==> config.mk <==
export PLATFORM = sky130hd
export DESIGN_NAME = usb_data_buffer
export DESIGN_NICKNAME = d
export VERILOG_FILES = /design/src/rtl/usb_pkg.sv /design/src/rtl/usb_buffer_ram.sv /design/src/rtl/usb_data_buffer.sv
export SDC_FILE = /design/constraint.sdc
export NUM_CORES = 1
export LEC_CHECK = 0
export BUFFER_PORTS_ARGS = -buffer_cell sky130_fd_sc_hd__buf_2
export CAP_MARGIN = 20
export CELL_PAD_IN_SITES_DETAIL_PLACEMENT = 2
export CELL_PAD_IN_SITES_GLOBAL_PLACEMENT = 2
export CORE_MARGIN = 2
export CORE_UTILIZATION = 49
export CTS_BUF_LIST = sky130_fd_sc_hd__clkbuf_16
export DETAILED_ROUTE_END_ITERATION = 10
export GPL_TIMING_DRIVEN = 0
export PLACE_DENSITY_LB_ADDON = 0.1
export SETUP_SLACK_MARGIN = 0.4
export SLEW_MARGIN = 10
export SYNTH_ARGS = -nofsm -noshare
export SYNTH_HDL_FRONTEND = slang
export SYNTH_SLANG_ARGS = --single-unit
export TNS_END_PERCENT = 20
==> constraint.sdc <==
create_clock -name clk -period 3.35 [get_ports clk]
set_clock_uncertainty 0.05 [all_clocks]
set_input_delay 0.8375 -clock clk [delete_from_list [all_inputs] [get_ports clk]]
set_output_delay 0.8375 -clock clk [all_outputs]
set_load 0.05 [all_outputs]
==> src/rtl/usb_pkg.sv <==
// Shared USB device definitions: buffer sizing, PID codes and received-packet kinds.
package usb_pkg;

    localparam int USB_BUFFER_DEPTH = 64;

    localparam logic [3:0] PID_OUT   = 4'b0001;
    localparam logic [3:0] PID_IN    = 4'b1001;
    localparam logic [3:0] PID_DATA0 = 4'b0011;
    localparam logic [3:0] PID_DATA1 = 4'b1011;
    localparam logic [3:0] PID_ACK   = 4'b0010;
    localparam logic [3:0] PID_NAK   = 4'b1010;
    localparam logic [3:0] PID_STALL = 4'b1110;

    typedef enum logic [2:0] {
        RX_NONE,
        RX_OUT,
        RX_IN,
        RX_DATA0,
        RX_DATA1,
        RX_ACK,
        RX_NAK,
        RX_STALL
    } rx_packet_t;

endpackage

==> src/rtl/usb_buffer_ram.sv <==
// DEPTH x DATA_W register file: one synchronous write port, one registered read port.
module usb_buffer_ram #(
    parameter  int DEPTH  = 64,
    parameter  int DATA_W = 8,
    localparam int AW     = $clog2(DEPTH)
) (
    input  logic              clk,
    input  logic              n_rst,
    input  logic              we,
    input  logic [AW-1:0]     waddr,
    input  logic [DATA_W-1:0] wdata,
    input  logic              re,
    input  logic [AW-1:0]     raddr,
    output logic [DATA_W-1:0] rdata
);

    logic [DATA_W-1:0] mem [DEPTH];

    always_ff @(posedge clk) begin
        if (we)
            mem[waddr] <= wdata;
    end

    // Read register holds its value when re is low (buffer empty).
    always_ff @(posedge clk or negedge n_rst) begin
        if (!n_rst)
            rdata <= '0;
        else if (re)
            rdata <= mem[raddr];
    end

endmodule

==> src/rtl/usb_data_buffer.sv <==
// Single-clock byte FIFO shared by the USB RX/TX paths and the AHB-lite slave.
module usb_data_buffer
    import usb_pkg::*;
#(
    parameter  int DEPTH = USB_BUFFER_DEPTH,
    localparam int OCC_W = $clog2(DEPTH) + 1
) (
    input  logic             clk,
    input  logic             n_rst,
    input  logic             store_rx_packet_data,
    input  logic [7:0]       rx_packet_data,
    input  logic             flush,
    input  logic             store_tx_data,
    input  logic [7:0]       tx_data,
    input  logic             get_rx_data,
    input  logic             get_tx_packet_data,
    input  logic             clear,
    output logic [7:0]       rx_data,
    output logic [7:0]       tx_packet_data,
    output logic [OCC_W-1:0] buffer_occupancy,
    output logic             overflow
);

    localparam int AW     = $clog2(DEPTH);
    localparam int DATA_W = 8;

    logic [OCC_W-1:0]  wptr, rptr, wptr_nxt, rptr_nxt;
    logic              push_req, pop_req, wipe, empty, full;
    logic              do_push, do_pop, ovf_set;
    logic [DATA_W-1:0] wdata, head;

    always_comb begin
        push_req = store_rx_packet_data | store_tx_data;
        pop_req  = get_rx_data | get_tx_packet_data;
        // RX byte wins when both producers strobe together; the TX byte is dropped silently.
        wdata    = store_rx_packet_data ? rx_packet_data : tx_data;
        wipe     = flush | clear;
        empty    = (buffer_occupancy == '0);
        full     = (buffer_occupancy == OCC_W'(DEPTH));
        do_pop   = pop_req && !empty && !wipe;
        // When full, a same-cycle pop frees the slot the push then lands in.
        do_push  = push_req && (!full || pop_req) && !wipe;
        ovf_set  = push_req && full && !pop_req && !wipe;
        wptr_nxt = wipe ? '0 : (do_push ? wptr + OCC_W'(1) : wptr);
        rptr_nxt = wipe ? '0 : (do_pop  ? rptr + OCC_W'(1) : rptr);
    end

    always_ff @(posedge clk or negedge n_rst) begin
        if (!n_rst) begin
            wptr             <= '0;
            rptr             <= '0;
            buffer_occupancy <= '0;
            overflow         <= 1'b0;
        end else begin
            wptr             <= wptr_nxt;
            rptr             <= rptr_nxt;
            buffer_occupancy <= wptr_nxt - rptr_nxt;
            if (clear)
                overflow <= 1'b0;
            else if (ovf_set)
                overflow <= 1'b1;
        end
    end

    usb_buffer_ram #(
        .DEPTH  (DEPTH),
        .DATA_W (DATA_W)
    ) u_ram (
        .clk   (clk),
        .n_rst (n_rst),
        .we    (do_push),
        .waddr (wptr[AW-1:0]),
        .wdata (wdata),
        .re    (!empty),
        .raddr (rptr[AW-1:0]),
        .rdata (head)
    );

    assign rx_data        = head;
    assign tx_packet_data = head;

endmodule

---- Word level (Yosys, flattened, before mapping) ----
Memory sizes are Yosys's and may differ from the RTL's. A register that Yosys moved wholly into a read port is not among the register bits.
Cells that the tools add are included.
storage, ports and cells
  logic and storage cells ................. 37
  bits in writable memories ............... 512
  memories kept ........................... 1
  bits of input ports ..................... 24
  flip-flop bits (word level) ............. 22
cells by class
  $add $sub $neg .......................... 3
  equality and inequality tests ........... 1
  reduce and logical (&&, ||, !) cells .... 16
  bitwise logic cells ..................... 3
  multiplexer cells ....................... 9
memory list
  name       depth  bits a word  read ports  clocked after Yosys merged registers in  write ports  line                  text
  u_ram.mem  64     8            1           1                                        1            usb_buffer_ram.sv:17  logic [DATA_W-1:0] mem [DEPTH];
operators by type and width
  operator             number
  $mux 7               4
  $add 7x1->7 const B  2
  $mux 8               1
  $eq 7x7->1 const B   1
  $logic_and 1x1->1    7
  $logic_not 7->1      1
  $sub 7x7->7          1
  $logic_not 1->1      6
  $mux 1               4
  $or 1x1->1           3
  $reduce_bool 2->1    1
  $logic_or 1x1->1     1

---- Longest topological paths before layout ----
  depth in word-level cells ............... 8
  mapped depth ............................ 14
  gate-level depth less buffers ........... 13

---- Modules after synthesis ----
A second synthesis with hierarchy kept.
second synthesis, totals
  cells, all modules ...................... 1075
  area total of the unflattened synthesis .. 21592.0 um2
by module, submodules not included
  module           area an instance (um2)  cells an instance  times used
  usb_buffer_ram   20226.9                 939                1
  usb_data_buffer  1365.1                  136                1

---- Worst setup path before layout ----
No wires, ideal clock.
  path kind ............................... input to register
  start point ............................. in clear
  end point ............................... reg buffer_occupancy[6]
  arrival ................................. 3116 ps
  path slack .............................. 105 ps
  path buffers ............................ 1
  cell stages on the path ................. 14
  cells stage by stage .................... or2_2 > clkbuf_1 > nor2_1 > and2_1 > xnor2_1 > nand2b_1 > ha_1 > fa_1 > inv_1 > a21o_1 > a21oi_1 > o21ai_0 > xnor2_1 > xor2_1
between the ends
  cells in the longest elaborated chain, start to end .. 6
RTL lines
  element                                         line                                          text
  start, declared                                 usb_data_buffer.sv:17                         input logic clear,
  $or 1x1->1 *                                    usb_data_buffer.sv:37                         wipe = flush | clear;
  $logic_not 1->1                                 usb_data_buffer.sv:40, usb_data_buffer.sv:42
  $logic_and 1x1->1, on equally long branches     usb_data_buffer.sv:42, usb_data_buffer.sv:40
  $mux 7, on equally long branches (2 in series)  usb_data_buffer.sv:44, usb_data_buffer.sv:45
  $sub 7x7->7 *                                   usb_data_buffer.sv:57                         buffer_occupancy <= wptr_nxt - rptr_nxt;
  end signal, assigned                            usb_data_buffer.sv:57
  end, declared                                   usb_data_buffer.sv:20                         output logic [OCC_W-1:0] buffer_occupancy,
Mark *: on every way between the ends. The rest lies on a longest branch, timed or not.
A chain may end at the register's enable or synchronous reset.

---- Worst setup path in the final report ----
  start point ............................. in clear
  end point ............................... mem u_ram.mem[40][2] (enable)
between the ends
  cells in the longest elaborated chain, start to end .. 5
RTL lines
  element                       line                   text
  $or 1x1->1                    usb_data_buffer.sv:37
  $logic_not 1->1               usb_data_buffer.sv:42  do_push = push_req && (!full || pop_req) && !wipe;
  $logic_and 1x1->1             usb_data_buffer.sv:42
  $mux 1                        usb_buffer_ram.sv:20   if (we)
  $mux 1 (not written as such)  usb_buffer_ram.sv:21   mem[waddr] <= wdata;
  end, declared                 usb_buffer_ram.sv:17
Every way passes these cells.

==> results_dict.tcl <==
set metrics [dict create \
    cts_tree "yes" \
    setup-violations-final 0 \
    grt_start_max_net_pins 65 \
    finalCritPeriodShare_pct 95.6 \
    synth_fa_ha_area_share_pct 0.558 \
    leakage_uw 0.00793 \
    cts.reportedPaths.clkPinSlew_ps 70 \
    post-route-cell-area_um2 24700 \
    drc 0 \
    worstPathArrival_ps 3400 \
    holdBufCountCts 0 \
    dp_cells 1718 \
    crit_required_ps 3550 \
    drt-total-wl_um 68900 \
    die_h_um 214 \
    final_hold_viol_count 0 \
    path_cells "buf_2, or2_4, clkbuf_8, nor2_4, nand2_4, nor2_1, nand2_1, nor2_2" \
    final_nets 1226 \
    hpwl_um 44800 \
    synth-seq-area-share_pct 74.9 \
    io_buffers 46 \
    drive_gt1_share_pct 28.5 \
    powerDensity_nw_per_um2 672 \
    grt-ovfl-total 0 \
    synth_xor_area_share_pct 0.610 \
    hold_class "primary input to asynchronous set/reset pin" \
    grt_setup_unrepaired "true" \
    start_util_pct 49.9 \
    synth_area_um2 21500 \
    vias 11800 \
    die_x_um 214 \
    gp_congestion 0.828 \
    synth_edf_count 512 \
    antenna_found_initial 2 \
    htreeDepth 2 \
    grt_usage_pct 31.7 \
    fin_ws_ps 148 \
    r2r_setup_slack_ps 220 \
    row_count 76 \
    vdd_ir_drop_max_v 0.000408 \
    r2r.worst_path.cells 14 \
    synth_cell_types 51 \
    dieArea_um2 45600 \
    synth_compound_area_share_pct 3.13 \
    timing.fmax_mhz 312 \
    multi_input_area_um2 5170 \
    report.power.total_uw 16600 \
    worstMarginPinSlew_ps 1100 \
    maxSlewViolCount 0 \
    slowest_delay_ps 840 \
    area_delta_synth_final_pct 14.8 \
    fillers 3618 \
    muxShareOfSynthArea_pct 15.0 \
    start_kind "primary input" \
    status "finished clean" \
    critPathMaxFanout 8 \
    avgSynthCellArea_um2 19.9 \
    slew_headroom_pct 26.7 \
    num_io_pins 48 \
    first_pass_iters 5 \
    grt_pass1_vias 12600 \
    max_cap_viol_count 0 \
    clk_latency_ps 630 \
    cts_buffers 56 \
    ys_ff_latch 542 \
    drtAntennaViolNets 0 \
    ys_warn_count 0 \
    synthCells 1079 \
    cts_sinks 542 \
    wire_per_inst_um 37.8 \
    place_ws_ps -972 \
    synthArstFlopShare_pct 5.54 \
    seqCellArea_um2 16100 \
    worstSetupPathType "primary input to flop" \
    synth_ff_type "edfxtp_1" \
    synth_nets 1112 \
    fin_hold_ws_ps 268 \
    slowest_stage "nor2_2" \
    period_minus_slack_ps 3200 \
    final_cells 1825 \
    placed_area_um2 22700 \
    synth_top_family_by_area "multiplexers" \
    grt_pass1_wl_um 98000 \
    n_antenna_cell 0 \
    coreArea_um2 43200 \
    root_buffer "clkbuf_16" \
    via_per_inst 6.46 \
    drt_iter0_markers 1359 \
    cts_buffer_depth 3 \
    synthSimpleGateAreaFrac_pct 3.73 \
    cp-end-kind "flop" \
]
==> layer usage <==
| layer | wire, um | track usage [%] | vias up |
|---|---|---|---|
| li1 | - | - | 4637 |
| met5 | 0 | 0 | - |
| met4 | 2700 | 12.5 | 0 |
| met3 | 4330 | 4.34 | 148 |
| met1 | 28400 | 44.3 | 6422 |
| met2 | 33400 | 51.3 | 579 |
==> area by class of cell <==
type | count | area share (%)
Tap cell | 585 | 2.96
Buffer | 62 | 1.96
Inverter | 18 | 0.273
Timing Repair Buffer | 56 | 1.65
Sequential cell | 542 | 65.3
Clock inverter | 47 | 1.09
Multi-Input combinational cell | 457 | 20.9
Clock buffer | 58 | 5.87
==> layout by cell type, fill, tap and decap left out, drive strengths merged, types with 20 or more instances in the layout <==
cell	instances
edfxtp	512
inv	29
clkinv	33
nand2	27
mux2i	26
dfrtp	30
nor2	93
clkbuf	78
buf	98
a22oi	20
mux4	125
==> cell families (layout without fill, tap and decap cells) <==
group                    count (synthesis)  after routing
AND/OR/NAND/NOR                        178            178
AO/OA/AOI/OAI                           94             94
multiplexers                           161            161
buffers and inverters                   80            241
flip-flops                             542            542
XOR/XNOR                                15             15
adder cells (fa/ha/maj)                  9              9
==> critical path, delay by kind of cell <==
family | cells | cell delay [ps]
buffers and inverters | 2 | 290
and+or+nand+nor | 6 | 2270
==> cells in the mapped netlist, types with 7 or more instances <==
master / count / area (um^2)
edfxtp_1: 512 / 15400
mux4_2: 112 / 2520
nor2_1: 93 / 349
dfrtp_1: 30 / 751
nand2_1: 27 / 101
mux2i_1: 26 / 260
a22oi_1: 20 / 150
clkbuf_1: 20 / 75.1
buf_2: 18 / 90.1
inv_1: 18 / 67.6
buf_4: 14 / 105
a21oi_1: 13 / 65.1
mux4_1: 13 / 342
mux2_2: 10 / 113
nand2b_1: 10 / 62.6
o22ai_1: 10 / 62.6
o21ai_0: 9 / 45.0
xnor2_1: 9 / 78.8
ha_1: 8 / 100
or3_1: 8 / 50.1
nor2b_1: 7 / 43.8
==> through the flow <==
step | utilization (%) | TNS, ps
global route | 57.2 | 0
floorplan | - | 0
finish | 57.2 | 0
CTS | 57.0 | 0
detailed placement | 52.6 | -143600
global placement | 52.2 | -96400
==> worst paths after layout <==
kind	endpoint	start
hold reg to reg	wptr[6]	wptr[6]
max in group asynchronous	u_ram.rdata[2]	n_rst
min in group clk	overflow	clear
hold / removal	wptr[6]	n_rst
setup / recovery	u_ram.mem[40][2]	clear
setup reg to reg	buffer_occupancy[6]	rptr[0]
==> timing repair <==
action,in CTS,in global routing
pin swaps,2,4
setup buffers,1,1
resized for setup,53,30
setup endpoints to repair,424,466
==> sequential cells by signal, summed over array words and instances, names as in the netlist <==
register          flops
u_ram.mem           512
overflow              1
wptr                  7
u_ram.rdata           8
buffer_occupancy      7
rptr                  7
==> power by group <==
group / switching [uW] / internal, uW / leakage [uW] / total, uW
logic: 1870 / 1060 / 0.00204 / 2920
clock network: 2690 / 3270 / 0.000896 / 5960
registers: 148 / 7560 / 0.00499 / 7700
total: 4700 / 11900 / 0.00793 / 16600
(Power assumes the default switching activity.)
